===== src/rtl/lcd_cmd_seq.sv =====
// -----------------------------------------------------------------------------
// lcd_cmd_seq
//
// Command sequencer that sits directly in front of a 4-bit LCD nibble
// controller. After reset it waits for the panel's power-on delay. It then
// plays the fixed HD44780 4-bit initialisation list and raises init_done_o.
// From then on it accepts user bytes (instruction or character) on a
// valid/ready handshake. Each byte is sent as two nibble frames, high nibble
// first. Every entry is followed by a settle delay that depends on the
// command.
//
// Ports
//   clk_i         system clock
//   rst_i         asynchronous, active-high reset
//   cmd_valid_i   user request valid
//   cmd_ready_o   sequencer accepts a byte this cycle (only in READY)
//   cmd_rs_i      0 = instruction, 1 = character data
//   cmd_data_i    byte to send
//   init_done_o   init list complete, sticky until reset
//   lcd_start_o   one-cycle start pulse to the nibble controller
//   lcd_rs_o      rs to the nibble controller
//   lcd_rw_o      rw to the nibble controller, always 0 (write-only)
//   lcd_datain_o  nibble in [7:4], [3:0] always 0
//
// Timing model
//   All outputs are registered. A pulse edge is the clock edge that sets
//   lcd_start_o. At that edge the delay counter is loaded with (delay - 1).
//   The counter decrements once per cycle. The next pulse (or cmd_ready_o)
//   fires on the edge where the counter reads 0. Therefore the next event
//   lands exactly "delay" cycles after the pulse.
//   The power-on wait is the exception. Reset loads the full PWR_DLY, so the
//   first pulse lands PWR_DLY cycles after the first edge with rst_i low.
// -----------------------------------------------------------------------------
module lcd_cmd_seq #(
   parameter int PWR_DLY  = 750000,
   parameter int INIT_DLY = 205000,
   parameter int CMD_DLY  = 2000,
   parameter int CLR_DLY  = 82000,
   parameter int NIB_GAP  = 8,
   parameter int CNT_W    = 20
) (
   input  logic       clk_i,
   input  logic       rst_i,
   input  logic       cmd_valid_i,
   output logic       cmd_ready_o,
   input  logic       cmd_rs_i,
   input  logic [7:0] cmd_data_i,
   output logic       init_done_o,
   output logic       lcd_start_o,
   output logic       lcd_rs_o,
   output logic       lcd_rw_o,
   output logic [7:0] lcd_datain_o
);

   typedef enum logic [2:0] {
      S_PWR_WAIT,
      S_ISSUE_HI,
      S_GAP,
      S_ISSUE_LO,
      S_WAIT,
      S_READY
   } state_t;

   // Counter reload values. Delays are stored already reduced by one, because
   // the load happens on the pulse edge itself.
   localparam logic [CNT_W-1:0] PWR_CNT  = CNT_W'(PWR_DLY);
   localparam logic [CNT_W-1:0] INIT_CNT = CNT_W'(INIT_DLY - 1);
   localparam logic [CNT_W-1:0] CMD_CNT  = CNT_W'(CMD_DLY - 1);
   localparam logic [CNT_W-1:0] CLR_CNT  = CNT_W'(CLR_DLY - 1);
   localparam logic [CNT_W-1:0] GAP_CNT  = CNT_W'(NIB_GAP - 1);

   localparam logic [3:0] INIT_ENTRIES = 4'd8;

   state_t           state_q;
   logic [CNT_W-1:0] cnt_q;
   logic [3:0]       idx_q;        // next init entry to issue
   logic [3:0]       lo_nib_q;     // low nibble waiting for the second frame
   logic [CNT_W-1:0] dly_q;        // settle reload for the current entry
   logic             two_nib_q;
   logic             init_done_q;
   logic             ready_q;
   logic             start_q;
   logic             rs_q;
   logic [3:0]       nib_q;        // nibble currently presented on datain

   // Description of the entry that would be issued if a pulse fired now.
   logic [7:0]       entry_byte_d;
   logic             entry_rs_d;
   logic             entry_two_d;
   logic [CNT_W-1:0] entry_dly_d;
   logic             fire_d;
   logic             user_clr;
   logic [CNT_W-1:0] cnt_dec;

   // Counter never wraps: it holds at zero.
   assign cnt_dec = (cnt_q != '0) ? (cnt_q - CNT_W'(1)) : '0;

   // Clear display (0x01), return home (0x02/0x03) need the long settle.
   assign user_clr = ~cmd_rs_i &
                     ((cmd_data_i == 8'h01) || (cmd_data_i == 8'h02) ||
                      (cmd_data_i == 8'h03));

   always_comb begin
      entry_byte_d = 8'h00;
      entry_rs_d   = 1'b0;
      entry_two_d  = 1'b0;
      entry_dly_d  = CMD_CNT;
      if (init_done_q) begin
         entry_byte_d = cmd_data_i;
         entry_rs_d   = cmd_rs_i;
         entry_two_d  = 1'b1;
         entry_dly_d  = user_clr ? CLR_CNT : CMD_CNT;
      end else begin
         // Fixed init list. Single-nibble entries keep their nibble in [7:4].
         case (idx_q[2:0])
            3'd0:    begin entry_byte_d = 8'h30; entry_two_d = 1'b0; entry_dly_d = INIT_CNT; end
            3'd1:    begin entry_byte_d = 8'h30; entry_two_d = 1'b0; entry_dly_d = INIT_CNT; end
            3'd2:    begin entry_byte_d = 8'h30; entry_two_d = 1'b0; entry_dly_d = CMD_CNT;  end
            3'd3:    begin entry_byte_d = 8'h20; entry_two_d = 1'b0; entry_dly_d = CMD_CNT;  end
            3'd4:    begin entry_byte_d = 8'h28; entry_two_d = 1'b1; entry_dly_d = CMD_CNT;  end
            3'd5:    begin entry_byte_d = 8'h0C; entry_two_d = 1'b1; entry_dly_d = CMD_CNT;  end
            3'd6:    begin entry_byte_d = 8'h01; entry_two_d = 1'b1; entry_dly_d = CLR_CNT;  end
            default: begin entry_byte_d = 8'h06; entry_two_d = 1'b1; entry_dly_d = CMD_CNT;  end
         endcase
      end

      // A new entry starts in one of three cases:
      //   - the power-on wait expires;
      //   - an init settle expires with list entries left;
      //   - a user handshake completes.
      fire_d = 1'b0;
      case (state_q)
         S_PWR_WAIT: fire_d = (cnt_q == '0);
         S_WAIT:     fire_d = (cnt_q == '0) && !init_done_q && (idx_q != INIT_ENTRIES);
         S_READY:    fire_d = cmd_valid_i & ready_q;
         default:    fire_d = 1'b0;
      endcase
   end

   always_ff @(posedge clk_i or posedge rst_i) begin
      if (rst_i) begin
         state_q     <= S_PWR_WAIT;
         cnt_q       <= PWR_CNT;
         idx_q       <= 4'd0;
         lo_nib_q    <= 4'h0;
         dly_q       <= '0;
         two_nib_q   <= 1'b0;
         init_done_q <= 1'b0;
         ready_q     <= 1'b0;
         start_q     <= 1'b0;
         rs_q        <= 1'b0;
         nib_q       <= 4'h0;
      end else if (fire_d) begin
         // High-nibble (or only) pulse of a new entry.
         state_q   <= S_ISSUE_HI;
         start_q   <= 1'b1;
         ready_q   <= 1'b0;
         rs_q      <= entry_rs_d;
         nib_q     <= entry_byte_d[7:4];
         lo_nib_q  <= entry_byte_d[3:0];
         two_nib_q <= entry_two_d;
         dly_q     <= entry_dly_d;
         cnt_q     <= entry_two_d ? GAP_CNT : entry_dly_d;
         if (!init_done_q) begin
            idx_q <= idx_q + 4'd1;
         end
      end else begin
         start_q <= 1'b0;
         case (state_q)
            S_PWR_WAIT: begin
               cnt_q <= cnt_dec;
            end
            S_ISSUE_HI: begin
               cnt_q   <= cnt_dec;
               state_q <= two_nib_q ? S_GAP : S_WAIT;
            end
            S_GAP: begin
               if (cnt_q == '0) begin
                  start_q <= 1'b1;
                  nib_q   <= lo_nib_q;
                  cnt_q   <= dly_q;
                  state_q <= S_ISSUE_LO;
               end else begin
                  cnt_q <= cnt_dec;
               end
            end
            S_ISSUE_LO: begin
               cnt_q   <= cnt_dec;
               state_q <= S_WAIT;
            end
            S_WAIT: begin
               // A remaining init entry would have taken the fire_d branch.
               // Reaching zero here means the sequencer is idle.
               if (cnt_q == '0) begin
                  init_done_q <= 1'b1;
                  ready_q     <= 1'b1;
                  state_q     <= S_READY;
               end else begin
                  cnt_q <= cnt_dec;
               end
            end
            S_READY: begin
               ready_q <= 1'b1;
            end
            default: begin
               state_q <= S_PWR_WAIT;
               cnt_q   <= PWR_CNT;
            end
         endcase
      end
   end

   assign cmd_ready_o  = ready_q;
   assign init_done_o  = init_done_q;
   assign lcd_start_o  = start_q;
   assign lcd_rs_o     = rs_q;
   assign lcd_rw_o     = 1'b0;
   assign lcd_datain_o = {nib_q, 4'h0};

endmodule


===== config.mk =====
export PLATFORM = sky130hd
export DESIGN_NAME = lcd_cmd_seq
export DESIGN_NICKNAME = d
export VERILOG_FILES = /design/src/rtl/lcd_cmd_seq.sv
export SDC_FILE = /design/constraint.sdc
export NUM_CORES = 1
export LEC_CHECK = 0
export BUFFER_PORTS_ARGS = -buffer_cell sky130_fd_sc_hd__buf_2
export CAP_MARGIN = 0
export CORE_ASPECT_RATIO = 1.25
export CORE_MARGIN = 2
export CORE_UTILIZATION = 59
export DETAILED_ROUTE_END_ITERATION = 12
export PLACE_DENSITY = 0.79
export RECOVER_POWER = 100
export SKIP_CTS_REPAIR_TIMING = 1
export SYNTH_ARGS = -nofsm -noshare
export SYNTH_HDL_FRONTEND = slang
export SYNTH_SLANG_ARGS = --single-unit

===== constraint.sdc =====
create_clock -name clk_i -period 2.87 [get_ports clk_i]
set_input_delay 0.287 -clock clk_i [delete_from_list [all_inputs] [get_ports clk_i]]
set_output_delay 0.287 -clock clk_i [all_outputs]
set_load 0.02 [all_outputs]

# After elaboration in Yosys (flattened, before gate mapping)
# Index checks and enable logic that the tools add are counted.
# W data, S select, Z words.
[op_classes]
n_addsub = 2
n_eq_ne = 20
muxes = 29
bitwise = 5
n_reduce_logical = 23
[op_table]
columns = ["op", "n"]
rows = [
  ["$mux W20", 5],
  ["$pmux W20 S4", 1],
  ["$pmux W18 S2", 1],
  ["$pmux W6 S5", 1],
  ["$logic_not A20 Y1", 1],
  ["$reduce_bool A20 Y1", 1],
  ["$sub A20 B1 Y20 const B", 1],
  ["$mux W18", 1],
  ["$mux W17", 1],
  ["$eq A8 B2 Y1 const B", 2],
  ["$eq A3 B3 Y1 const B", 5],
  ["$pmux W3 S5", 1],
  ["$eq A3 B2 Y1 const B", 4],
  ["$mux W3", 4],
  ["$mux W4", 3],
  ["$ne A3 B3 Y1 const B", 3],
  ["$eq A8 B1 Y1 const B", 1],
  ["$mux W1", 8],
  ["$mux W8", 1],
  ["$reduce_and A2 Y1", 4],
  ["$eq A3 B1 Y1 const B", 2],
  ["$logic_not A3 Y1", 2],
  ["$reduce_and A3 Y1", 2],
  ["$reduce_or A3 Y1", 2],
  ["other kinds (15)", 22],
]
[word_totals]
reg_bits = 60
input_bits = 12
out_inout_bits = 13

# Longest topological paths before layout
# Gate-level depths: netlist of the first run.
[logic_depth]
depth_word = 8
depth_mapped = 10

# Worst setup path after synthesis of the first run
# No wires, ideal clock.
[synth_path]
path_type = "flip-flop to flip-flop"
startpoint = "register idx_q[0]"
endpoint = "register cnt_q[6]"
setup_ns = 0.126
arrival_time_ns = 1.865
path_slack_ns = 0.879
path_stages_with_launch = 8
n_path_buf = 1
period_less_slack_ns = 1.991
path_cell_list = "dfrtp_1 > inv_1 > ha_1 > nand2_1 > o311a_1 > a31o_2 > buf_4 > a221o_1"
[synth_via]
elab_chain_cells = 6
word_cells_on_any_way = 15
cone_classes = "eq/ne: 6; mux: 5; reduce/logical: 4"
[synth_rtl]
columns = ["item", "line", "source"]
rows = [
  ["from (decl)", "76", "logic [3:0] idx_q;"],
  ["from (signal assigned)", "165", "idx_q <= idx_q + 4'd1;"],
  ["$eq A3 B1 Y1 (tied with other cells)", "115", "case (idx_q[2:0])"],
  ["$reduce_or A4 Y1 (no source line)", "--", ""],
  ["$mux W1", "115", ""],
  ["$mux W1", "108", "if (init_done_q) begin"],
  ["$mux W20", "163", "cnt_q <= entry_two_d ? GAP_CNT : entry_dly_d;"],
  ["$mux W20", "153", "end else if (fire_d) begin"],
  ["to (signal assigned)", "163", ""],
  ["to (signal assigned)", "171", "cnt_q <= cnt_dec;"],
  ["to (signal assigned)", "174", "cnt_q <= cnt_dec;"],
  ["to (decl)", "75", "logic [CNT_W-1:0] cnt_q;"],
]
# Parallel ways exist; a longest one is shown, timed or not.
# A chain may end at the register's enable or synchronous reset.

# Final worst setup path of the first run
[layout_path]
startpoint = "register idx_q[0]"
endpoint = "register cnt_q[9]"
[layout_via]
elab_chain_cells = 6
word_cells_on_any_way = 19
cone_classes = "eq/ne: 7; mux: 7; reduce/logical: 5"
[layout_rtl]
columns = ["item", "line"]
rows = [
  ["$eq A3 B1 Y1 (tied with other cells)", "115"],
  ["$reduce_or A2 Y1 (no source line) / $reduce_or A4 Y1 (equally long branches)", "--"],
  ["$pmux W18 S2 / $mux W1 (equally long branches)", "115"],
  ["$mux W18 / $mux W1 (equally long branches)", "108"],
  ["$mux W20", "163"],
  ["$mux W20", "153"],
]
# Parallel ways exist; a longest one is shown, timed or not.

==> flow_summary.ini, run 1 <==
[power_and_ir_drop]
switching_share_pct = 19.8
p_leak_nw = 1.25
p_total_mw = 1.27
irDropWorstVdd_mv = 0.328
p_int_mw = 1.02
power_switching_uw = 251
comb_power_share_pct = 2.2
p_seq_share_pct = 52.3
pwr-share-clk_pct = 45.5
power-per-cell-area_mw_per_mm2 = 420

[sta]
worstMarginPinSlew_ns = 1.72
finalHoldViolations = 0
skew_ns = 0.00833
fmax_ghz = 0.412
rsz0062_at_grt = no
setup_violations = 0
post-route-period-util_pct = 84.6
timing.final.ws_setup_ns = 0.443
slew_headroom_pct = -14.5
final_max_slew_viol_count = 48
fin_crit_ns = 2.43
fin_setup_tns_ns = 0

[clock_network]
numCtsBuffers = 5
clk_path_buf_depth = 2
cts_tree = yes
cts_sinks = 47
clkLatencyLatePin_ns = 0.31
htreeDepth = 2
cts_root_buf = clkbuf_8
cts.clk_slew.worst_paths_ns = 0.09

[detailed_routing]
vias = 2462
wire_per_inst_um = 17.0
ant_nets = 0
wl_um = 6700
viasPerCell = 6.25
drtIter0Drc = 180
drcViolationCount = 0
first_pass_iters = 4

[global_routing]
grt_util_met1_pct = 34.8
grt_pass1_wl_um = 11700
grt_pass1_vias = 2461
use_met3_pct = 5.40
grt_max_degree = 48
grt_overflow = 0
grt_use_met2_pct = 50.3
grt.busiest_layer = met2
track_usage_pct = 28.7
antenna_found_initial = 0

[yosys]
netlist_area_mm2 = 0.00278
avgSynthCellArea_um2 = 8.83
synth_area_leaders = dfrtp_1, dfstp_2, o21ai_0
synth_edf_count = 0
synthMuxAreaShare_pct = 0.720
yosys.area_share.adder_pct = 2.25
synth_seq_cells = 47
yosysTopAreaCell = dfrtp_1
ys_seq_area_share_pct = 42.7
synth_top_area_share_pct = 33.3
async_reset_ff_share_pct = 100
syn_inst = 315
yosysWarnings = 0
ys.flop_type = dfrtp_1
synth_compound_area_share_pct = 23.8
synth_cell_types = 59
synthSimpleGateAreaFrac_pct = 22.4
synth_top_family_by_area = compound AO/OA/AOI/OAI gates
synth_xor_area_share_pct = 2.20

[die]
start_util_pct = 62.4
io_pins = 25
fp.coreArea_mm2 = 0.00446
dieArea_mm2 = 0.00528
fp.dieH_um = 80.8
fp.dieW_um = 65.4
rows = 27

[critical_path]
reg2reg_depth = 7
critPathTopFamily = compound AO/OA/AOI/OAI gates
path_depth = 7
slowest_delay_ns = 0.42
arrival_ns = 2.62
cp_slowest_cell = dfrtp_1
cp_max_fo = 21
start_kind = register
critPathKind = register to register
cp-endpoint = cnt_q[9]$_DFFE_PP0P_
cp_cell_sequence = inv_1 > ha_1 > nand2_1 > o311a_1 > a31o_2 > nand3_1 > or3b_1
setup.worst_path.start = idx_q[0]$_DFFE_PP0P_
crit_buf_inv = 1
crit_required_ns = 3.06
r2r_start = idx_q[0]$_DFFE_PP0P_
r2r_end = cnt_q[9]$_DFFE_PP0P_
r2r_slack_ns = 0.44
cp-end-kind = register

[finish]
fin_nets = 352
num_antenna_cells = 0
final_core_util_pct = 67.7
area_growth_pct = 8.50
final_cell_mix = dfrtp_1, nor2_1, nand2_1
layout-drive-gt1-share_pct = 13.4
final-instance-count-excl-fill = 394
final_common_cell = dfrtp_1

[placement]
numPortBuffers = 19
place.detailed.hpwl_um = 4910
place_inst = 386
post-place-ws_ns = 0.482
place_congestion = 0.958

[flow_run]
maxCapViolations = 1

[hold_path]
hp-class = input port to register

[outcome]
run_status = finished, violations left
violations = capacitance limit, slew limit
## sequential cells by signal, summed over array words and instances, names as in the netlist
register,count
cmd_ready_o,1
lo_nib_q,4
cnt_q,20
lcd_rs_o,1
init_done_o,1
idx_q,4
two_nib_q,1
dly_q,7
state_q,3
nib_q,4
lcd_start_o,1
## how the worst min path moves through the flow
stage                              endpoint  cells after the start                     from
floorplan              lcd_rs_o$_DFFE_PP0N_                      2                 cmd_rs_i
global placement       lcd_rs_o$_DFFE_PP0N_                      2     lcd_rs_o$_DFFE_PP0N_
detailed placement  lo_nib_q[3]$_DFFE_PP0N_                      2  lo_nib_q[3]$_DFFE_PP0N_
CTS                    lcd_rs_o$_DFFE_PP0N_                      3                 cmd_rs_i
global route           lcd_rs_o$_DFFE_PP0N_                      3                 cmd_rs_i
finish                 lcd_rs_o$_DFFE_PP0N_                      3                 cmd_rs_i
## metal layers
metal | part of all wire [%] | up-vias
li1 | - | 1177
met1 | 41 | 1185
met2 | 52 | 86
met3 | 5.7 | 14
met4 | 2.0 | 0
met5 | 0 | -
## Yosys cell counts, types with 5 or more instances
master,number
a211oi_1,5
a21oi_1,17
a31oi_1,9
buf_4,9
clkbuf_1,6
dfrtp_1,37
dfstp_2,10
ha_1,5
inv_1,10
nand2_1,33
nand3_1,13
nor2_1,34
nor3_1,9
nor4_1,5
o21ai_0,31
## worst reg2reg max path, cell delays in order, from the launching register on
cell,delay (ns)
dfrtp_1,0.42
inv_1,0.18
ha_1,0.24
nand2_1,0.10
o311a_1,0.41
a31o_2,0.39
nand3_1,0.22
or3b_1,0.36
## per-stage QoR
step	area, um^2	hold WS, ns
2_1_floorplan	2800	0.420
3_3_place_gp	2910	0.453
3_5_place_dp	2910	0.466
4_1_cts	3040	0.228
5_1_grt	3020	0.248
6_report	3020	0.227
## cell type report
class | instances | area [um^2]
Tap cell | 58 | 72.6
Multi-Input combinational cell | 243 | 1440
Timing Repair Buffer | 28 | 146
Clock inverter | 2 | 60.1
Clock buffer | 6 | 72.6
Sequential cell | 47 | 1190
Inverter | 10 | 37.5
Fill cell | 397 | 1440
## cell families (layout without fill, tap and decap cells)
family,after synthesis,after routing
AND/OR/NAND/NOR,123,123
AO/OA/AOI/OAI,101,101
flip-flops,47,47
buffers and inverters,29,46
XOR/XNOR,7,7
adder cells (fa/ha/maj),5,5
multiplexers,2,2
other,1,5
## power groups by stage
stage	clock network, mW	logic [mW]	registers (mW)
floorplan	0	0.0208	0.675
finish	0.577	0.0274	0.662
detailed placement	0	0.0286	0.675
global route	0.598	0.0324	0.662
CTS	0.574	0.0286	0.662
global placement	0	0.0281	0.675
No activity file was read; power rests on OpenSTA's default activity.
==> run 2, diff against run 1 <==
==> constraint.sdc (replaced) <==
create_clock -name clk_i -period 2.3 [get_ports clk_i]
set_input_delay 0.23 -clock clk_i [delete_from_list [all_inputs] [get_ports clk_i]]
set_output_delay 0.23 -clock clk_i [all_outputs]
set_load 0.02 [all_outputs]
==> run 2 against run 1 <==
Against the previous run:
- the flow now finishes without violations
- non-clock buffer count is 16 higher
- sequential cell count unchanged
- die area is the same
- via count up 6.6%
==> flow_summary.ini, run 2 (synthesis results as in run 1) <==
[power_and_ir_drop]
irDropWorstVdd_mv = 0.313
power-per-cell-area_mw_per_mm2 = 469
p_total_mw = 1.50
p_leak_nw = 1.35

[global_routing]
grt_max_degree = 48
antenna_found_initial = 0
grt_pass1_vias = 2454
grt_overflow = 0
track_usage_pct = 28.8
grt_pass1_wl_um = 11600

[clock_network]
htreeDepth = 2
cts_sinks = 47
cts.clk_slew.worst_paths_ns = 0.10
clkLatencyLatePin_ns = 0.31
clk_path_buf_depth = 2
cts_root_buf = clkbuf_8
numCtsBuffers = 5
cts_tree = yes

[sta]
post-route-period-util_pct = 95.5
slew_headroom_pct = 23.7
rsz0062_at_grt = yes
fin_setup_tns_ns = 0
final_max_slew_viol_count = 0
setup_violations = 0
skew_ns = 0.0135
finalHoldViolations = 0
fmax_ghz = 0.455
worstMarginPinSlew_ns = 1.14
fin_crit_ns = 2.20

[placement]
numPortBuffers = 19
place.detailed.hpwl_um = 4970
place_congestion = 0.954

[die]
start_util_pct = 62.4
dieArea_mm2 = 0.00528
io_pins = 25
fp.dieH_um = 80.8
fp.dieW_um = 65.4
fp.coreArea_mm2 = 0.00446
rows = 27

[finish]
layout-drive-gt1-share_pct = 19.9
final_cell_mix = dfrtp_1, nand2_1, nor2_1
num_antenna_cells = 0
final_common_cell = dfrtp_1
largest_register_ff_count = 20
area_growth_pct = 14.7
top_register = cnt_q
final_core_util_pct = 71.5
fin_nets = 368
top_regs = cnt_q (20), dly_q (7)

[detailed_routing]
wire_per_inst_um = 17.4
ant_nets = 0
first_pass_iters = 5
wl_um = 7130
drcViolationCount = 0
vias = 2624
viasPerCell = 6.40
drtIter0Drc = 231

[critical_path]
crit_required_ns = 2.50
cp_max_fo = 6
r2r_slack_ns = 0.10
cp-end-kind = register
arrival_ns = 2.39
start_kind = register
critPathKind = register to register

[hold_path]
hp-class = input port to register

[outcome]
run_status = finished, final reports clean

[flow_run]
maxCapViolations = 0
run 2: cell count changes in the layout (fill, tap and decap cells not counted), sizes merged:
cell / delta
buf: +15
bufinv: -1
clkinvlp: +1
inv: +1
run 2: path summary, 6_finish.rpt:
| check | depth (start not counted) | endpoint | startpoint |
|---|---|---|---|
| min | 3 | lcd_rs_o$_DFFE_PP0N_ | cmd_rs_i |
| max reg2reg | 8 | cnt_q[9]$_DFFE_PP0P_ | cnt_q[0]$_DFFE_PP0P_ |
| min reg2reg | 1 | idx_q[3]$_DFFE_PP0P_ | idx_q[3]$_DFFE_PP0P_ |
| max | 8 | cnt_q[9]$_DFFE_PP0P_ | cnt_q[0]$_DFFE_PP0P_ |
| min in group asynchronous | 3 | idx_q[0]$_DFFE_PP0P_ | rst_i |
| max in group asynchronous | 3 | cnt_q[2]$_DFFE_PP0P_ | rst_i |
run 2: power breakdown:
part | leakage, nW | switching (mW) | internal [mW] | total [mW]
combinational | 0.739 | 0.0276 | 0.00750 | 0.0351
clock | 0.0548 | 0.308 | 0.328 | 0.636
sequential | 0.554 | 0 | 0.827 | 0.827
run 2: routing by layer:
metal	part of all wire, %	vias to the layer above	global-route usage (%)
li1	-	1211	-
met1	41	1280	36.0
met2	50	111	48.9
met3	6.3	22	4.85
met4	2.9	0	13.1
met5	0	-	0
run 2: area by class of cell:
class / count / area [um^2]
clock buffer: 5 / 68.8
timing repair buffer: 44 / 277
sequential: 47 / 1190
inverter: 10 / 37.5
multi-input combinational: 243 / 1500
clock inverter: 3 / 46.3
tap: 58 / 72.6
fill: 384 / 1270
run 2: critical path: stages, from the launching register on:
cell     delay [ns]
dfrtp_1        0.41
inv_1          0.09
ha_1           0.18
nor3b_4        0.29
nand4_1        0.21
o21ai_2        0.31
and2_1         0.20
a21oi_1        0.04
or3b_1         0.35
run 2: stage by stage:
stage,hold slack [ns],area (um^2),worst slack (ns),cells
CTS,0.0783,3130,0.0684,406
global route,0.198,3190,-0.0404,410
finish,0.166,3190,0.103,410
detailed placement,0.410,3010,0.0993,398
floorplan,0.363,2800,0.309,319
global placement,0.407,3010,0.130,398
==> run 3, diff against run 2 <==
--- a/config.mk
+++ b/config.mk
@@ -13,6 +13,7 @@
 export DETAILED_ROUTE_END_ITERATION = 12
 export PLACE_DENSITY = 0.79
 export RECOVER_POWER = 100
+export SETUP_SLACK_MARGIN = 0.15
 export SKIP_CTS_REPAIR_TIMING = 1
 export SYNTH_ARGS = -nofsm -noshare
 export SYNTH_HDL_FRONTEND = slang
==> run 3 against run 2 <==
Against the previous run:
- setup slack got worse by 0.021 ns
- non-clock buffer count rose by 7
- first-iteration DRC count rose by 3.9%
- largest cell class unchanged
- wire length up 5.9%
- cell count up 1.7%
- combinational power hardly changed
- clock skew decreased by 0.0056 ns
- clock power hardly changed
- hold slack improved by 0.0054 ns
- critical path depth increased by 1
- register-to-register slack worse by 0.02 ns
==> flow_summary.ini, run 3 (synthesis results as in run 1) <==
[outcome]
run_status = finished, final reports clean

[sta]
setup_violations = 0
post-route-period-util_pct = 96.4
rsz0062_at_grt = yes
fin_crit_ns = 2.22
skew_ns = 0.00786
fmax_ghz = 0.451
hold-worst-slack_ns = 0.172
slew_headroom_pct = 23.6
timing.final.ws_setup_ns = 0.0821
fin_setup_tns_ns = 0
finalHoldViolations = 0
worstMarginPinSlew_ns = 1.15
final_max_slew_viol_count = 0

[detailed_routing]
viasPerCell = 6.36
first_pass_iters = 5
drtIter0Drc = 240
wire_per_inst_um = 18.1
ant_nets = 0
drcViolationCount = 0
vias = 2652
wl_um = 7560

[die]
dieArea_mm2 = 0.00528
fp.coreArea_mm2 = 0.00446
rows = 27
fp.dieH_um = 80.8
start_util_pct = 62.4
fp.dieW_um = 65.4
io_pins = 25

[placement]
post-place-ws_ns = 0.0993
place.detailed.hpwl_um = 4970
numPortBuffers = 19
place_congestion = 0.954

[finish]
final_cell_mix = dfrtp_1, nand2_1, nor2_1
largest_register_ff_count = 20
layout-drive-gt1-share_pct = 23.1
fin_nets = 375
top_register = cnt_q
top_regs = cnt_q (20), dly_q (7)
final_common_cell = dfrtp_1
area_growth_pct = 18.6
num_antenna_cells = 0

[critical_path]
arrival_ns = 2.40
cp-end-kind = register
crit_required_ns = 2.48
start_kind = register
r2r_start = cnt_q[1]$_DFFE_PP0P_
cp_slowest_cell = dfrtp_1
critPathMostFrequentCell = a31oi_1
cp_max_fo = 6
r2r_slack_ns = 0.08
reg2reg_depth = 9
r2r_end = cnt_q[3]$_DFFE_PP0P_
critPathKind = register to register
slowest_delay_ns = 0.43
cp_cell_sequence = inv_2 > ha_4 > nor3b_4 > nand4_1 > nor2_4 > buf_6 > a211oi_2 > a31oi_1 > a31oi_1

[clock_network]
clkLatencyLatePin_ns = 0.31
cts_root_buf = clkbuf_8
cts_tree = yes
cts_sinks = 47
numCtsBuffers = 5
cts.clk_slew.worst_paths_ns = 0.10
clk_path_buf_depth = 2
htreeDepth = 2

[hold_path]
hp-class = input port to register
holdPathStages = 3
worstHoldEndpoint = lcd_rs_o$_DFFE_PP0N_
worstHoldStart = cmd_rs_i

[power_and_ir_drop]
p_leak_nw = 1.37
irDropWorstVdd_mv = 0.308
power-per-cell-area_mw_per_mm2 = 453

[global_routing]
grt_pass1_wl_um = 11600
antenna_found_initial = 0
track_usage_pct = 28.8
grt_max_degree = 48
grt_pass1_vias = 2454
grt_overflow = 0

[flow_run]
maxCapViolations = 0
==> run 3: cell types whose count changed in the layout (fill, tap and decap cells not counted), sizes merged <==
cell    change
buf         +3
clkbuf      +4
==> run 3: worst max-delay path by stage <==
stage / cells past startpoint / endpoint / from
after global routing: 7 / cnt_q[3]$_DFFE_PP0P_ / cnt_q[4]$_DFFE_PP1P_
after global placement: 6 / cnt_q[16]$_DFFE_PP1P_ / cnt_q[9]$_DFFE_PP0P_
after CTS: 8 / cnt_q[8]$_DFFE_PP1P_ / cnt_q[0]$_DFFE_PP0P_
after floorplan: 7 / cnt_q[6]$_DFFE_PP0P_ / idx_q[0]$_DFFE_PP0P_
final: 9 / cnt_q[3]$_DFFE_PP0P_ / cnt_q[1]$_DFFE_PP0P_
after detailed placement: 8 / cnt_q[8]$_DFFE_PP1P_ / cnt_q[0]$_DFFE_PP0P_
==> run 3: per-layer routing <==
metal	track usage, %	part of all wire (%)	vias up
met1	36.0	39	1280
met2	48.9	52	114
met3	4.85	6.2	25
met4	13.1	2.7	0
met5	0	0	-
li1	-	-	1233
==> run 3: power breakdown <==
group / internal [mW] / leakage, nW / switching (mW)
logic: 0.00750 / 0.765 / 0.0276
registers: 0.827 / 0.554 / 0
clock network: 0.328 / 0.0548 / 0.306
==> run 3: cell type report <==
type | instances | area [um^2]
clock buffers | 5 | 68.8
clock inverters | 3 | 46.3
fillers | 367 | 1160
inverters | 10 | 37.5
multi-input cells | 243 | 1560
flip-flops and latches | 47 | 1190
well taps | 58 | 72.6
repair buffers | 51 | 325
==> run 3: through the flow <==
step / instances / instance area [um^2] / utilization [%] / total power, mW
finish: 417 / 3300 / 74.0 / 1.50
global route: 417 / 3300 / 74.0 / 1.52
CTS: 406 / 3130 / 70.1 / 1.49
detailed placement: 398 / 3010 / 67.5 / 0.879
global placement: 398 / 3010 / 67.5 / 0.878
floorplan: 319 / 2800 / - / 0.868
==> run 3: worst max-delay path, delay by kind of cell, from the launching register on <==
| kind | cells | cell delay (ns) |
|---|---|---|
| AO/OA/AOI/OAI | 3 | 0.45 |
| AND/OR/NAND/NOR | 3 | 0.81 |
| buffers and inverters | 2 | 0.25 |
| adder cells (fa/ha/maj) | 1 | 0.14 |
| flip-flops | 1 | 0.43 |
